$ cat config.mk
export PLATFORM = sky130hd
export DESIGN_NAME = instr_fetch_queue
export DESIGN_NICKNAME = d
export VERILOG_FILES = /design/src/rtl/instr_fetch_queue.sv
export SDC_FILE = /design/constraint.sdc
export NUM_CORES = 1
export LEC_CHECK = 0
export BUFFER_PORTS_ARGS = -buffer_cell sky130_fd_sc_hd__buf_4
export CORE_UTILIZATION = 60
export CTS_BUF_LIST = sky130_fd_sc_hd__clkbuf_8
export CTS_CLUSTER_SIZE = 8
export DETAILED_ROUTE_END_ITERATION = 12
export GPL_TIMING_DRIVEN = 0
export PLACE_DENSITY_LB_ADDON = 0.25
export SYNTH_ARGS = -nofsm -noshare
export SYNTH_HDL_FRONTEND = slang
export SYNTH_SLANG_ARGS = --single-unit
$ cat constraint.sdc
create_clock -name clkb -period 7.3 [get_ports clkb]
set_input_delay 0.365 -clock clkb [delete_from_list [all_inputs] [get_ports clkb]]
set_output_delay 0.365 -clock clkb [all_outputs]
set_load 0.01 [all_outputs]
$ cat src/rtl/instr_fetch_queue.sv
// -----------------------------------------------------------------------------
// instr_fetch_queue
//
// Fetch front end for the decode/execute stage. It streams 16-bit words out of
// a synchronous block-RAM read port, pairs consecutive words into
// instructions, buffers them in a small queue, and presents the queue head to
// decode through a valid/ready handshake. Decode can restart fetch at any
// address with a redirect.
//
// Instruction format: word0 = {op[7:0], regnum[7:0]}, word1 = address/number.
//
// Ports
//   clkb             clock, shared with the RAM read port
//   rst              asynchronous reset, active high
//   enb, addrb       RAM read enable / word address
//   dob              RAM read data (registered inside the RAM)
//   redirect_valid   flush the queue and restart fetch at redirect_addr
//   redirect_addr    new fetch address
//   inst_valid       queue head holds a complete instruction
//   inst_ready       decode accepts the head
//   inst_op          head opcode      (word0[15:8])
//   inst_regnum      head register    (word0[7:0])
//   inst_address_num head operand     (word1)
//   inst_pc          address of the head instruction's word0
//
// Optional build macro FETCH_PERF_EN adds two saturating 16-bit counters:
//   stall_cycles     cycles with inst_valid && !inst_ready
//   flush_count      sampled redirect_valid pulses
// -----------------------------------------------------------------------------
module instr_fetch_queue #(
  parameter int                ADDR_W   = 10,
  parameter int                DEPTH    = 4,
  parameter logic [ADDR_W-1:0] RESET_PC = '0
) (
  input  logic              clkb,
  input  logic              rst,
  output logic              enb,
  output logic [ADDR_W-1:0] addrb,
  input  logic [15:0]       dob,
  input  logic              redirect_valid,
  input  logic [ADDR_W-1:0] redirect_addr,
  output logic              inst_valid,
  input  logic              inst_ready,
  output logic [7:0]        inst_op,
  output logic [7:0]        inst_regnum,
  output logic [15:0]       inst_address_num,
  output logic [ADDR_W-1:0] inst_pc
`ifdef FETCH_PERF_EN
  ,
  output logic [15:0]       stall_cycles,
  output logic [15:0]       flush_count
`endif
);

  localparam int               IDX_W    = $clog2(DEPTH);
  localparam int               CNT_W    = IDX_W + 1;
  localparam int               OCC_W    = CNT_W + 2;
  localparam logic [OCC_W-1:0] WORD_CAP = OCC_W'(2 * DEPTH);

  typedef struct packed {
    logic [15:0]       word0;
    logic [15:0]       word1;
    logic [ADDR_W-1:0] pc;
  } entry_t;

  // Fetch and return-path state. Stage 0 of the in-flight tracker is enb
  // itself (plus its epoch tag); stage 1 also carries the word's address.
  logic              started;
  logic              epoch;
  logic [ADDR_W-1:0] fetch_pc;
  logic              fl0_epoch;
  logic              fl1_valid;
  logic              fl1_epoch;
  logic [ADDR_W-1:0] fl1_pc;

  // Assembly: phase 1 means word0 is parked in the holding register.
  logic              phase;
  logic [15:0]       w0_data;
  logic [ADDR_W-1:0] w0_pc;

  // Shift-register queue: entry 0 is always the head, so the inst_* outputs
  // come straight from flops and keep their last value once the queue drains.
  entry_t            fifo [DEPTH];
  logic [CNT_W-1:0]  count;

  logic              do_redirect;
  logic [ADDR_W-1:0] target;
  logic [OCC_W-1:0]  occupancy;
  logic              issue;
  logic              capture;
  logic              enqueue;
  logic              pop;
  logic [IDX_W-1:0]  wr_idx;

  // NOTE: every signal gets a value on every path through always_comb;
  // a missing assignment on any path would infer a latch.
  always_comb begin
    // The first edge after reset acts as a redirect to RESET_PC.
    do_redirect = redirect_valid || !started;
    target      = redirect_valid ? redirect_addr : RESET_PC;
    // Words already owned by the front end: queued pairs, a parked word0 and
    // both in-flight stages. Old-epoch words still count until they retire.
    occupancy   = OCC_W'({count, 1'b0}) + OCC_W'(phase) + OCC_W'(enb) + OCC_W'(fl1_valid);
    issue       = occupancy < WORD_CAP;
    capture     = fl1_valid && (fl1_epoch == epoch);
    enqueue     = capture && phase;
    pop         = inst_valid && inst_ready;
    wr_idx      = pop ? IDX_W'(count - CNT_W'(1)) : IDX_W'(count);
  end

  // NOTE: state registers use non-blocking assignments so every flop samples
  // the pre-edge values, independent of statement order.
  always_ff @(posedge clkb or posedge rst) begin
    if (rst) begin
      started   <= 1'b0;
      epoch     <= 1'b0;
      fetch_pc  <= RESET_PC;
      enb       <= 1'b0;
      addrb     <= RESET_PC;
      fl0_epoch <= 1'b0;
      fl1_valid <= 1'b0;
      fl1_epoch <= 1'b0;
      fl1_pc    <= '0;
      phase     <= 1'b0;
      w0_data   <= '0;
      w0_pc     <= '0;
      count     <= '0;
      // NOTE: the queue array is reset because entry 0 drives the outputs
      // directly and they must read zero while rst is held.
      for (int i = 0; i < DEPTH; i++) fifo[i] <= '0;
    end else begin
      started   <= 1'b1;
      fl1_valid <= enb;
      fl1_epoch <= fl0_epoch;
      fl1_pc    <= addrb;

      if (do_redirect) begin
        // New epoch: anything still in flight is dropped on return.
        epoch     <= ~epoch;
        enb       <= 1'b1;
        addrb     <= target;
        fetch_pc  <= target + 1'b1;
        fl0_epoch <= ~epoch;
        phase     <= 1'b0;
        count     <= '0;
      end else begin
        enb <= issue;
        if (issue) begin
          addrb     <= fetch_pc;
          fetch_pc  <= fetch_pc + 1'b1;
          fl0_epoch <= epoch;
        end

        if (capture) begin
          phase <= ~phase;
          if (!phase) begin
            w0_data <= dob;
            w0_pc   <= fl1_pc;
          end
        end

        // Keep the head in place when the last entry leaves.
        if (pop && count > CNT_W'(1)) begin
          for (int i = 0; i < DEPTH - 1; i++) fifo[i] <= fifo[i + 1];
        end
        if (enqueue) begin
          fifo[wr_idx] <= '{word0: w0_data, word1: dob, pc: w0_pc};
        end
        count <= count + CNT_W'(enqueue) - CNT_W'(pop);
      end
    end
  end

  assign inst_valid       = (count != '0);
  assign inst_op          = fifo[0].word0[15:8];
  assign inst_regnum      = fifo[0].word0[7:0];
  assign inst_address_num = fifo[0].word1;
  assign inst_pc          = fifo[0].pc;

`ifdef FETCH_PERF_EN
  always_ff @(posedge clkb or posedge rst) begin
    if (rst) begin
      stall_cycles <= '0;
      flush_count  <= '0;
    end else begin
      if (inst_valid && !inst_ready && stall_cycles != 16'hFFFF) begin
        stall_cycles <= stall_cycles + 1'b1;
      end
      if (redirect_valid && flush_count != 16'hFFFF) begin
        flush_count <= flush_count + 1'b1;
      end
    end
  end
`endif

endmodule

==> impl_metrics.ini <==
[worst_setup_path]
cp_max_fo = 10
reg2reg_depth = 10
critPathArrivalTime_ns = 3.52
critical-path-slowest-cell = o21a_1
timing.critical_path.cells = buf_4 > inv_1 > ha_1 > inv_1 > nor4_1 > o21a_1 > buf_2 > o21a_1 > clkbuf_1 > o21ai_0
kind_of_start_point_of_the_critical_path = flop
cp_data_required_time_ns = 7.69
largest_stage_delay_on_the_critical_path_ns = 0.47
reg2reg_setup_slack_ns = 4.17
regToRegEndpoint = inst_op[2]
endpoint_kind = flop
rr_startpoint = count[0]
criticalPathCategory = flop to flop

[synthesis]
netlist_instances = 958
synth_seq_cells = 234
synthDistinctLibCells = 48
synth_enable_flop_cells = 0
top_cell_type_by_total_area_after_synthesis = dfrtp_1
synth_top_cell_area_share_pct = 55.73
synth_seq_area_share_pct = 55.73
synth_top_cells_by_area = dfrtp_1 (56%), a32oi_1 (11%), o21ai_0 (5.3%)
ys_warn_count = 0
synthesis.nets = 998
netlist_area_um2 = 10510
synth_flop_cell = dfrtp_1
post_synth.cell_area_avg_um2 = 10.97
asyncSetResetFlopFracSynth_pct = 100.0

[sta]
max_slew_margin_pct = 41.66
final-hold-violation-count = 0
finalSetupViolations = 0
post-route-worst-setup-slack_ns = 4.168
max_freq_mhz = 319.3
final-max-slew-violation-count = 0
clock_skew_ns = 0.01478
period_minus_slack_ns = 3.132
final.period_utilization_pct = 42.90
max_slew.worst_pin.slew_ns = 0.8752
rsz_0062_raised_after_global_routing = false

[clocking]
htreeDepth = 2
cts-root-buf = clkbuf_8
cts_inserted_buffers = 39
clock_sink_count = 234
worstSkewPairLatency_ns = 0.53
post-cts-setup-buffer-count = 0
max-clock-path-buffers = 3
clock_tree_from_tritoncts = built
clk_transition_reported_paths_ns = 0.06

[finish]
final_layout_size_suffix_gt1_share_pct = 22.38
utilization_after_layout_pct = 71.04
layout.cells.non_filler = 1333
finalInstanceArea_um2 = 12200
layout_commonest_cell = dfrtp_1
design.final.nets = 1124
layout.cells.most_common_list = dfrtp_1 (234), inv_1 (145), buf_4 (130)
layout-area-overhead-vs-synth_pct = 16.15
n_antenna_cell = 0

[global_route]
grt_start_max_net_pins = 142
globalRoute.busiestLayer = met2
grt_first_pass_wirelength_um = 37950
gr-usage-met1_pct = 37.74
global_route.usage.total_pct = 26.80
gr-total-overflow = 0
globalRouteMet2Util_pct = 41.39
grt_antenna_before_repair = 0
grt_pass1_vias = 7461
global_route.usage.met3_pct = 4.724

[pwr]
peakVddDrop_mv = 0.2117
power_mw = 3.983
power.density_nw_per_um2 = 326.4
p_leak_nw = 5.920

[place]
placed_cells = 1267
place_congestion = 0.8688
io_buffer_count = 83
place.detailed.hpwl_um = 15570
dpl_cell_area_um2 = 11450
preCtsSetupSlack_ns = 4.276

[flow_run]
drv_cap = 0

[detailed_routing]
violation_count_after_the_first_detailed_route_iteration = 641
first_pass_iters = 5
via_count = 7708
routedWlPerCell_um = 17.26
detail_route.wirelength_um = 23010
via_density_per_instance = 5.782
remaining_drc_errors = 0
final_antenna_net_count = 0

[floorplan]
die_area_um2 = 18040
fp-row-count = 48
dieHeight_um = 134.3
core-area_um2 = 17180
initial_cell_density_of_the_core_pct = 61.17
num_io_pins = 84
die_w_um = 134.3

[outcome]
result_of_the_run = finished, final reports clean

[hold_path]
number_of_cells_on_the_worst_hold_path = 2
worstHoldPathType = input port to flop
timing.hold.worst.start = dob[8]
per-stage QoR:
| step | hold slack [ns] | TNS (ns) |
|---|---|---|
| after detailed placement | 0.3723 | 0 |
| after global placement | 0.3589 | -365.52 |
| after floorplan | 0.3535 | 0 |
| after CTS | 0.09046 | 0 |
| final | 0.1115 | 0 |
| after global routing | 0.08715 | 0 |
report_power, final:
group	internal, mW	switching (mW)
combinational	0.528	0.443
clock	0.602	0.496
sequential	1.65	0.266
routing by layer:
metal,part of all wire [%],up-vias
met1,44,3709
met4,2.9,0
met5,0,-
met3,7.1,52
met2,46,297
li1,-,3650
cell usage after synthesis (4+ instances only):
| library cell | count |
|---|---|
| nand4_1 | 5 |
| a21oi_1 | 7 |
| inv_1 | 134 |
| xor2_1 | 4 |
| and2_1 | 4 |
| buf_2 | 22 |
| a31oi_1 | 5 |
| o21ai_1 | 22 |
| nand3_1 | 7 |
| o21ai_0 | 112 |
| ha_1 | 9 |
| buf_4 | 47 |
| clkbuf_1 | 38 |
| mux2_1 | 40 |
| mux2_2 | 29 |
| nor2_1 | 27 |
| xnor2_1 | 6 |
| dfrtp_1 | 234 |
| o21a_1 | 5 |
| nand2_1 | 27 |
| a32oi_1 | 126 |
| o211ai_1 | 4 |
worst max-delay path, delay by kind of cell (launching register included):
kind                     cells  cell delay (ns)
AO/OA/AOI/OAI                3             0.79
adder cells (fa/ha/maj)      1             0.41
buffers and inverters        5             1.09
flip-flops                   1             0.41
AND/OR/NAND/NOR              1             0.26
area by class of cell:
class | count | area, µm²
clock inverter | 16 | 72.57
tap | 225 | 281.5
sequential | 234 | 5856
fill | 1291 | 4974
buffer | 110 | 616.8
inverter | 136 | 518.0
clock buffer | 49 | 674.4
timing repair buffer | 85 | 660.6
multi-input combinational | 478 | 3523
worst max path at each step:
stage,from,to,slack (ns),depth (start not counted)
6_report,count[0],inst_op[2],4.17,10
5_1_grt,count[1],inst_op[2],4.03,9
4_1_cts,count[0],inst_op[2],4.25,10
3_5_place_dp,count[0],inst_op[2],4.28,10
3_3_place_gp,rst,fifo[107],-1.58,2
2_1_floorplan,rst,asynchronous set/reset pin,0.52,1
repair_timing:
action                    4_1_cts  5_1_grt
hold endpoints to repair       93        0
resized for setup               0        0
hold buffers                    1        0
logic make-up after synthesis:
| family | count (synthesis) | synth area share, % |
|---|---|---|
| muxes | 69 | 7.395 |
| other | 1 | 0.03569 |
| adders and majority gates | 10 | 1.262 |
| AOI/OAI and AO/OA | 301 | 20.01 |
| buffers and inverters | 246 | 10.73 |
| DFF | 234 | 55.73 |
| xor gates and xnor gates | 10 | 0.8336 |
| and+or+nand+nor | 87 | 4.001 |
(Power assumes the default switching activity.)
